===== config.mk =====
export PLATFORM = sky130hd
export DESIGN_NAME = prio_arbiter
export DESIGN_NICKNAME = d
export VERILOG_FILES = /design/src/rtl/arb_pkg.sv /design/src/rtl/prio_pick.sv /design/src/rtl/prio_arbiter.sv
export SDC_FILE = /design/constraint.sdc
export NUM_CORES = 1
export LEC_CHECK = 0
export ABC_AREA = 1
export BUFFER_PORTS_ARGS = -buffer_cell sky130_fd_sc_hd__buf_2
export CORE_ASPECT_RATIO = 0.7
export CORE_UTILIZATION = 50
export DETAILED_ROUTE_END_ITERATION = 8
export GPL_TIMING_DRIVEN = 1
export PLACE_DENSITY = 0.73
export SLEW_MARGIN = 10
export SYNTH_ARGS = -nofsm -noshare
export SYNTH_HDL_FRONTEND = slang
export SYNTH_SLANG_ARGS = --single-unit

===== constraint.sdc =====
create_clock -name clk -period 5.95 [get_ports clk]
set_clock_uncertainty 0.2 [all_clocks]
set_input_delay 0 -clock clk [delete_from_list [all_inputs] [get_ports clk]]
set_output_delay 0 -clock clk [all_outputs]
set_load 0.01 [all_outputs]

===== src/rtl/arb_pkg.sv =====
// Shared types and helpers for the priority arbiter.
// Holds the FSM state type, default sizing and the round-robin pointer step.
package arb_pkg;

    typedef enum logic {
        ST_IDLE,
        ST_GRANT
    } state_t;

    localparam int DEF_N        = 8;
    localparam int DEF_MAX_HOLD = 16;

    // After a round-robin grant to w, the search restarts just below w, wrapping to n-1.
    function automatic int unsigned ptr_after(input int unsigned w, input int unsigned n);
        return (w == 0) ? n - 1 : w - 1;
    endfunction

endpackage


===== src/rtl/prio_pick.sv =====
// Combinational priority encoder: the highest set bit of vec wins.
// found is low and idx is 0 when vec is all-zero.
module prio_pick #(
    parameter int N    = 8,
    parameter int ID_W = $clog2(N)
) (
    input  logic [N-1:0]    vec,
    output logic            found,
    output logic [ID_W-1:0] idx
);

    // NOTE: every output gets a default before the loop so no path leaves it unassigned (no latch).
    always_comb begin
        found = 1'b0;
        idx   = '0;
        for (int i = 0; i < N; i++) begin
            if (vec[i]) begin
                found = 1'b1;
                idx   = ID_W'(i);
            end
        end
    end

endmodule


===== src/rtl/prio_arbiter.sv =====
// Registered N-way arbiter with fixed or round-robin priority and a hold budget.
// A grant is held until release, followed by one dead cycle before the next grant.
module prio_arbiter
    import arb_pkg::*;
#(
    parameter int N        = DEF_N,
    parameter int ID_W     = $clog2(N),
    parameter int MAX_HOLD = DEF_MAX_HOLD
) (
    input  logic            clk,
    input  logic            rst,
    input  logic [N-1:0]    req,
    input  logic            rr_en,
    input  logic            done,
    output logic [N-1:0]    gnt,
    output logic [ID_W-1:0] gnt_id,
    output logic            gnt_vld,
    output logic            timeout
);

    localparam int                CNT_W    = (MAX_HOLD < 2) ? 1 : $clog2(MAX_HOLD + 1);
    localparam logic [CNT_W-1:0]  HOLD_MAX = CNT_W'(MAX_HOLD);

    state_t            state, state_nxt;
    logic [ID_W-1:0]   ptr, ptr_nxt;
    logic [CNT_W-1:0]  cnt, cnt_nxt;
    logic [N-1:0]      gnt_nxt;
    logic [ID_W-1:0]   id_nxt;
    logic              vld_nxt;
    logic              to_nxt;

    logic [N-1:0]      mask;
    logic [N-1:0]      masked_req;
    logic              m_found, u_found;
    logic [ID_W-1:0]   m_idx, u_idx;
    logic [ID_W-1:0]   win;

    logic              drop;
    logic              hold_hit;
    logic              release_now;

    // Round-robin searches bits at or below ptr first; an empty window falls back to the full vector.
    always_comb begin
        mask = '0;
        for (int i = 0; i < N; i++) begin
            mask[i] = (i <= int'(ptr));
        end
    end

    assign masked_req = req & mask;

    prio_pick #(.N(N), .ID_W(ID_W)) u_pick_masked (
        .vec   (masked_req),
        .found (m_found),
        .idx   (m_idx)
    );

    prio_pick #(.N(N), .ID_W(ID_W)) u_pick_full (
        .vec   (req),
        .found (u_found),
        .idx   (u_idx)
    );

    assign win = (rr_en && m_found) ? m_idx : u_idx;

    assign drop        = !req[gnt_id];
    assign hold_hit    = (MAX_HOLD != 0) && (cnt == HOLD_MAX);
    assign release_now = drop || done || hold_hit;

    always_comb begin
        state_nxt = state;
        ptr_nxt   = ptr;
        cnt_nxt   = cnt;
        gnt_nxt   = gnt;
        id_nxt    = gnt_id;
        vld_nxt   = gnt_vld;
        to_nxt    = 1'b0;

        case (state)
            ST_IDLE: begin
                if (u_found) begin
                    state_nxt    = ST_GRANT;
                    gnt_nxt      = '0;
                    gnt_nxt[win] = 1'b1;
                    id_nxt       = win;
                    vld_nxt      = 1'b1;
                    cnt_nxt      = CNT_W'(1);
                    if (rr_en) begin
                        ptr_nxt = ID_W'(ptr_after(32'(win), N));
                    end
                end
            end
            ST_GRANT: begin
                if (release_now) begin
                    state_nxt = ST_IDLE;
                    gnt_nxt   = '0;
                    id_nxt    = '0;
                    vld_nxt   = 1'b0;
                    // A timeout is reported only when the budget alone ended the grant.
                    to_nxt    = hold_hit && !drop && !done;
                end else if (MAX_HOLD != 0 && cnt != HOLD_MAX) begin
                    cnt_nxt = cnt + CNT_W'(1);
                end
            end
        endcase
    end

    // NOTE: state registers use non-blocking assignments so all of them update from pre-edge values.
    always_ff @(posedge clk) begin
        if (rst) begin
            state   <= ST_IDLE;
            ptr     <= ID_W'(N - 1);
            cnt     <= '0;
            gnt     <= '0;
            gnt_id  <= '0;
            gnt_vld <= 1'b0;
            timeout <= 1'b0;
        end else begin
            state   <= state_nxt;
            ptr     <= ptr_nxt;
            cnt     <= cnt_nxt;
            gnt     <= gnt_nxt;
            gnt_id  <= id_nxt;
            gnt_vld <= vld_nxt;
            timeout <= to_nxt;
        end
    end

endmodule


Word level (Yosys, flattened, before mapping)
Cells that the tools add are included.
{ "op_classes": {"eq_ne": 6, "shifts": 0, "div_mod_pow": 0, "addsub": 2, "mul": 0, "n_mux": 52, "bitwise_logic": 3, "reduce_logical": 13, "magnitude_cmp": 10} }
{ "ops": {"columns": ["op", "n"], "rows": [
  ["3-bit two-way mux", 12],
  ["1-bit two-way mux", 24],
  ["8-bit two-way mux", 2],
  ["8-bit case mux with 2 select lines", 1],
  ["5-bit two-way mux", 3],
  ["3-bit less-or-equal comparator, first input constant", 4],
  ["5-bit case mux with 2 select lines", 1],
  ["8-bit AND", 1],
  ["3-bit by 4-bit < comparator with 1-bit output, second input constant", 2],
  ["2-bit two-way mux", 4],
  ["2-bit by 3-bit less-or-equal comparator with 1-bit output, first input constant", 2],
  ["3-bit case mux with 2 select lines", 1],
  ["3-bit AND reduction", 2],
  ["5-bit by 1-bit adder with 5-bit output, second input constant", 1],
  ["5-bit == test, second input constant", 1],
  ["5-bit inequality test, second input constant", 1],
  ["1-bit logical AND", 4],
  ["2-bit by 1-bit inequality test with 1-bit output, second input constant", 2],
  ["2-bit inequality test, second input constant", 2],
  ["1-bit case mux with 2 select lines", 2],
  ["1-bit binary-select mux with 3-bit select", 1],
  ["1-bit demux with 3-bit select", 1],
  ["3-bit by 1-bit greater-or-equal comparator with 1-bit output, second input constant", 1],
  ["1-bit by 3-bit less-or-equal comparator with 1-bit output, first input constant", 1],
  ["7 further kinds", 10]
]} }
{ "word_totals": {"romBits": 0, "latch_bits": 0, "mem_bits_rw": 0, "n_memories": 0, "ff_bits": 22} }

Depth between registers and ports, before layout
{ "logic_depth": {"depth_word": 18, "depth_mapped": 15, "depth_no_buf": 15} }

Modules after synthesis
Synthesis repeated with hierarchy kept, for this count alone.
{ "hier_totals": {"cells_unflattened": 217, "area_unflattened_um2": 1400.1} }
{ "modules_own_cells": {"columns": ["module", "instances", "area_each_um2", "cells_each"], "rows": [
  ["prio_arbiter", 1, 1244.9, 177],
  ["prio_pick", 2, 77.6, 20]
]} }

Worst setup path after synthesis
Ideal clock, no wire load.
{ "synth_path": {"kind": "flip-flop to flip-flop", "startpoint": "register ptr[2]", "endpoint": "register ptr[2]", "arrival_ps": 1555, "path_stages_with_launch": 16, "t_required_ps": 5624, "slack_ps": 4069, "setup_ps": 126, "path_buffers": 0, "period_less_slack_ps": 1881, "path_cell_list": "dfxtp_1 nand2_1 inv_1 o21ai_1 nand2_1 nor2_2 nand2_2 nand2_4 nor2_2 nand2_2 nand2_4 ha_1 nor2_1 nand2_1 nand3_1 o211ai_1"} }
{ "synth_between": {"elab_chain_len": 13} }
{ "synth_rtl": {"columns": ["element", "line", "rtl"], "rows": [
  ["start, declared", "prio_arbiter.sv:25", "logic [ID_W-1:0] ptr, ptr_nxt;"],
  ["start signal, assigned", "prio_arbiter.sv:112", "ptr <= ID_W'(N - 1);"],
  ["start signal, assigned", "prio_arbiter.sv:120", "ptr <= ptr_nxt;"],
  ["1-bit by 3-bit less-or-equal comparator with 1-bit output", "prio_arbiter.sv:46", "mask[i] = (i <= int'(ptr));"],
  ["8-bit AND *", "prio_arbiter.sv:50", "assign masked_req = req & mask;"],
  ["1-bit two-way mux (7 in a row)", "prio_pick.sv:17", "if (vec[i]) begin"],
  ["1-bit logical AND", "prio_arbiter.sv:64", "assign win = (rr_en && m_found) ? m_idx : u_idx;"],
  ["3-bit two-way mux *", "prio_arbiter.sv:64", null],
  ["3-bit by 1-bit subtractor with 3-bit output / 3-bit logical NOT (equally long branches)", "arb_pkg.sv:15", "return (w == 0) ? n - 1 : w - 1;"],
  ["3-bit two-way mux *", "arb_pkg.sv:15", null]
]} }
Mark *: on every way between the ends. The rest lies on a longest branch, timed or not.
A chain may end at the register's enable or synchronous reset.

Final worst setup path
{ "layout_path": {"startpoint": "register gnt_id[0]", "endpoint": "register timeout"} }
{ "layout_between": {"elab_chain_len": 7} }
{ "layout_rtl": {"columns": ["element", "line", "rtl"], "rows": [
  ["start, declared", "prio_arbiter.sv:16", "output logic [ID_W-1:0] gnt_id,"],
  ["start signal, assigned", "prio_arbiter.sv:123", "gnt_id <= id_nxt;"],
  ["1-bit binary-select mux with 3-bit select *", "prio_arbiter.sv:66", "assign drop = !req[gnt_id];"],
  ["1-bit two-way mux (implied by the code) *", "prio_arbiter.sv:66", null],
  ["1-bit logical NOT", "prio_arbiter.sv:66", null],
  ["1-bit logical OR (2 in a row)", "prio_arbiter.sv:68", "assign release_now = drop || done || hold_hit;"],
  ["1-bit inverter (no line)", null, null],
  ["3-bit OR reduction (no line)", null, null],
  ["end signal, assigned", "prio_arbiter.sv:125", "timeout <= to_nxt;"],
  ["end, declared", "prio_arbiter.sv:18", "output logic timeout"]
]} }
Mark *: on every way between the ends. The rest lies on a longest branch, timed or not. The select of a mux whose other input is x is not followed.

==> out/metrics.yaml <==
worstMarginPinSlew_ns: 0.362
crit_end: "timeout"
dieArea_mm2: 0.00301
fmax_mhz: 475
clk_latency_ns: 0.26
via_per_inst: 4.98
finalPower_w: 0.000350
setup_viol: 0
core_area_mm2: 0.00255
track_usage_pct: 22.8
clockBufferDepth: 2
area_growth_pct: 16.5
critical_path.startpoint: "gnt_id[0]"
maxCapViolCount: 0
drc: 0
ant_nets: 0
crit-reg2reg-launch: "gnt_id[0]"
report.final.slew_viol_count: 0
rrSetupSlack_ns: 3.85
cts_tree: "built"
rsz0062_at_grt: "no"
port_buffers: 24
synthesis.area_mm2: 0.00139
h-tree-depth: 1
grt_pass1_wl_mm: 5.05
num_io_pins: 25
seq_area_frac_synth_pct: 31.6
timing.rr.end: "timeout"
dr_total_vias: 1384
run_status: "completed"
die_y_um: 46.2
hp-class: "primary input to flip-flop"
dp_hpwl_mm: 2.40
grt_pass1_vias: 1071
start_util_pct: 54.6
clock-sinks: 22
die_x_um: 65.1
nNetsFinal: 262
final_util_pct: 63.6
fin_crit_ns: 2.10
antenna_found_initial: 0
dr.pass1.iters: 5
post_cts_buffers: 0
cp.required_ns: 5.96
synth_cell_type_count: 26
crit_path_end_kind: "flip-flop"
layout-drive-gt1-share_pct: 20.1
critPathKind: "flip-flop to flip-flop"
num_antenna_cells: 0
yosys_register_bits: 22
ir_worst_vdd_mv: 0.110
path_max_fanout: 7
syn-instance-count: 216
fin_crit_sh_pct: 35.4
grt_overflow_total: 0
synth_area_per_cell_um2: 6.45
min_from: "req[7]"
drt_iter0_drc: 102
yosys_warnings: 0
clk_pin_slew_worst_paths_ns: 0.07
cts_inserted_buffers: 3
slew_headroom_pct: 75.8
finalSetupTns_ns: 0
r2r_cells: 9
grt_max_degree: 21
avgRoutedWirePerCell_um: 11.1
rows: 15
cts-root-buf: "clkbuf_8"
syn-num-nets: 232
cp-start-kind: "flip-flop"
worstPathArrival_ns: 2.11
finalHoldViolCount: 0
p_per_area_mw_per_mm2: 216
p_leak_nw: 0.790
place_congestion: 0.859
routed_wl_mm: 3.08
[critical path, stage by stage, from the launching register on]
cell	delay (ns)
dfxtp_1	0.42
inv_1	0.11
nand2_1	0.07
nand3_1	0.05
o21ai_0	0.07
inv_1	0.07
o21ai_0	0.24
nand2_1	0.08
nor4_1	0.17
dlygate4sd3_1	0.57
[logic make-up after synthesis]
kind of cell,synth area share (%)
AND/OR/NAND/NOR,40.6
XOR/XNOR,1.89
adder cells (fa/ha/maj),3.59
AO/OA/AOI/OAI,12.8
buffers and inverters,9.51
flip-flops,31.6
[worst min-delay path by stage]
stage          slack (ns)       to  cells past startpoint
5_1_grt              0.14   gnt[2]                      8
6_report             0.10   gnt[2]                      6
2_1_floorplan       -0.03  timeout                      3
4_1_cts              0.10   gnt[2]                      6
3_3_place_gp         0.09  timeout                      4
3_5_place_dp         0.09  timeout                      4
[repair_timing]
item,in CTS,in global routing
hold buffers,4,0
gates resized for setup,0,0
hold endpoints to repair,19,0
[metal layers]
layer / vias up / part of all wire (%) / global-route usage (%)
met4: 0 / 0.78 / 5.22
met2: 42 / 37 / 32.9
met5: - / 0 / 0
met1: 580 / 56 / 34.1
li1: 757 / - / -
met3: 5 / 6.3 / 5.20
[state kept, by name, indices dropped and copies added (netlist names)]
signal,count
cnt,5
gnt,8
gnt_id,3
gnt_vld,1
ptr,3
state,1
timeout,1
[report_power, final]
part           total (W)  internal (W)  switching, W
Sequential      0.000167      0.000157     0.0000102
Clock          0.0000873     0.0000451     0.0000421
Combinational  0.0000961     0.0000333     0.0000628
[cell type report]
cell class,count,area [um2]
fill,262,928
multi-input combinational,160,821
sequential,22,440
timing repair buffer,28,160
inverter,31,119
tap,34,42.5
clock buffer,3,41.3
[metrics by stage]
| stage | worst slack [ns] | std cells | cell area [um2] | hold WS, ns |
|---|---|---|---|---|
| finish | 3.85 | 278 | 1620 | 0.101 |
| global route | 3.66 | 278 | 1620 | 0.144 |
| CTS | 3.87 | 278 | 1620 | 0.102 |
| detailed placement | 3.91 | 271 | 1540 | 0.0901 |
| global placement | 3.90 | 271 | 1540 | 0.0937 |
| floorplan | 4.07 | 216 | 1390 | -0.0253 |
[Yosys cell counts]
cell type | number | area (um2)
nand2_1 | 41 | 154
nor2_1 | 32 | 120
inv_1 | 27 | 101
dfxtp_1 | 22 | 440
nand3_1 | 21 | 105
a21oi_1 | 20 | 100
nand2_2 | 9 | 56.3
o21ai_0 | 9 | 45.0
ha_1 | 4 | 50.1
nand2_4 | 4 | 45.0
nand4_1 | 4 | 25.0
xor2_1 | 3 | 26.3
buf_2 | 2 | 10.0
clkinv_2 | 2 | 10.0
nor2_2 | 2 | 12.5
nor3_2 | 2 | 20.0
o211ai_1 | 2 | 15.0
o21ai_1 | 2 | 10.0
a21oi_2 | 1 | 8.76
clkbuf_1 | 1 | 3.75
clkinv_1 | 1 | 3.75
inv_2 | 1 | 3.75
nand3_2 | 1 | 10.0
nor3_1 | 1 | 5.00
nor4_1 | 1 | 6.26
or2_1 | 1 | 6.26
[placed cells by master, fill, tap and decap left out, drive strengths merged]
cell type	n
nand2	54
nor2	34
inv	28
buf	24
dfxtp	22
nand3	22
a21oi	21
o21ai	11
nand4	4
ha	4
dlygate4sd3	4
xor2	3
clkbuf	3
nor3	3
clkinv	3
o211ai	2
or2	1
nor4	1
(Power assumes the default switching activity.)
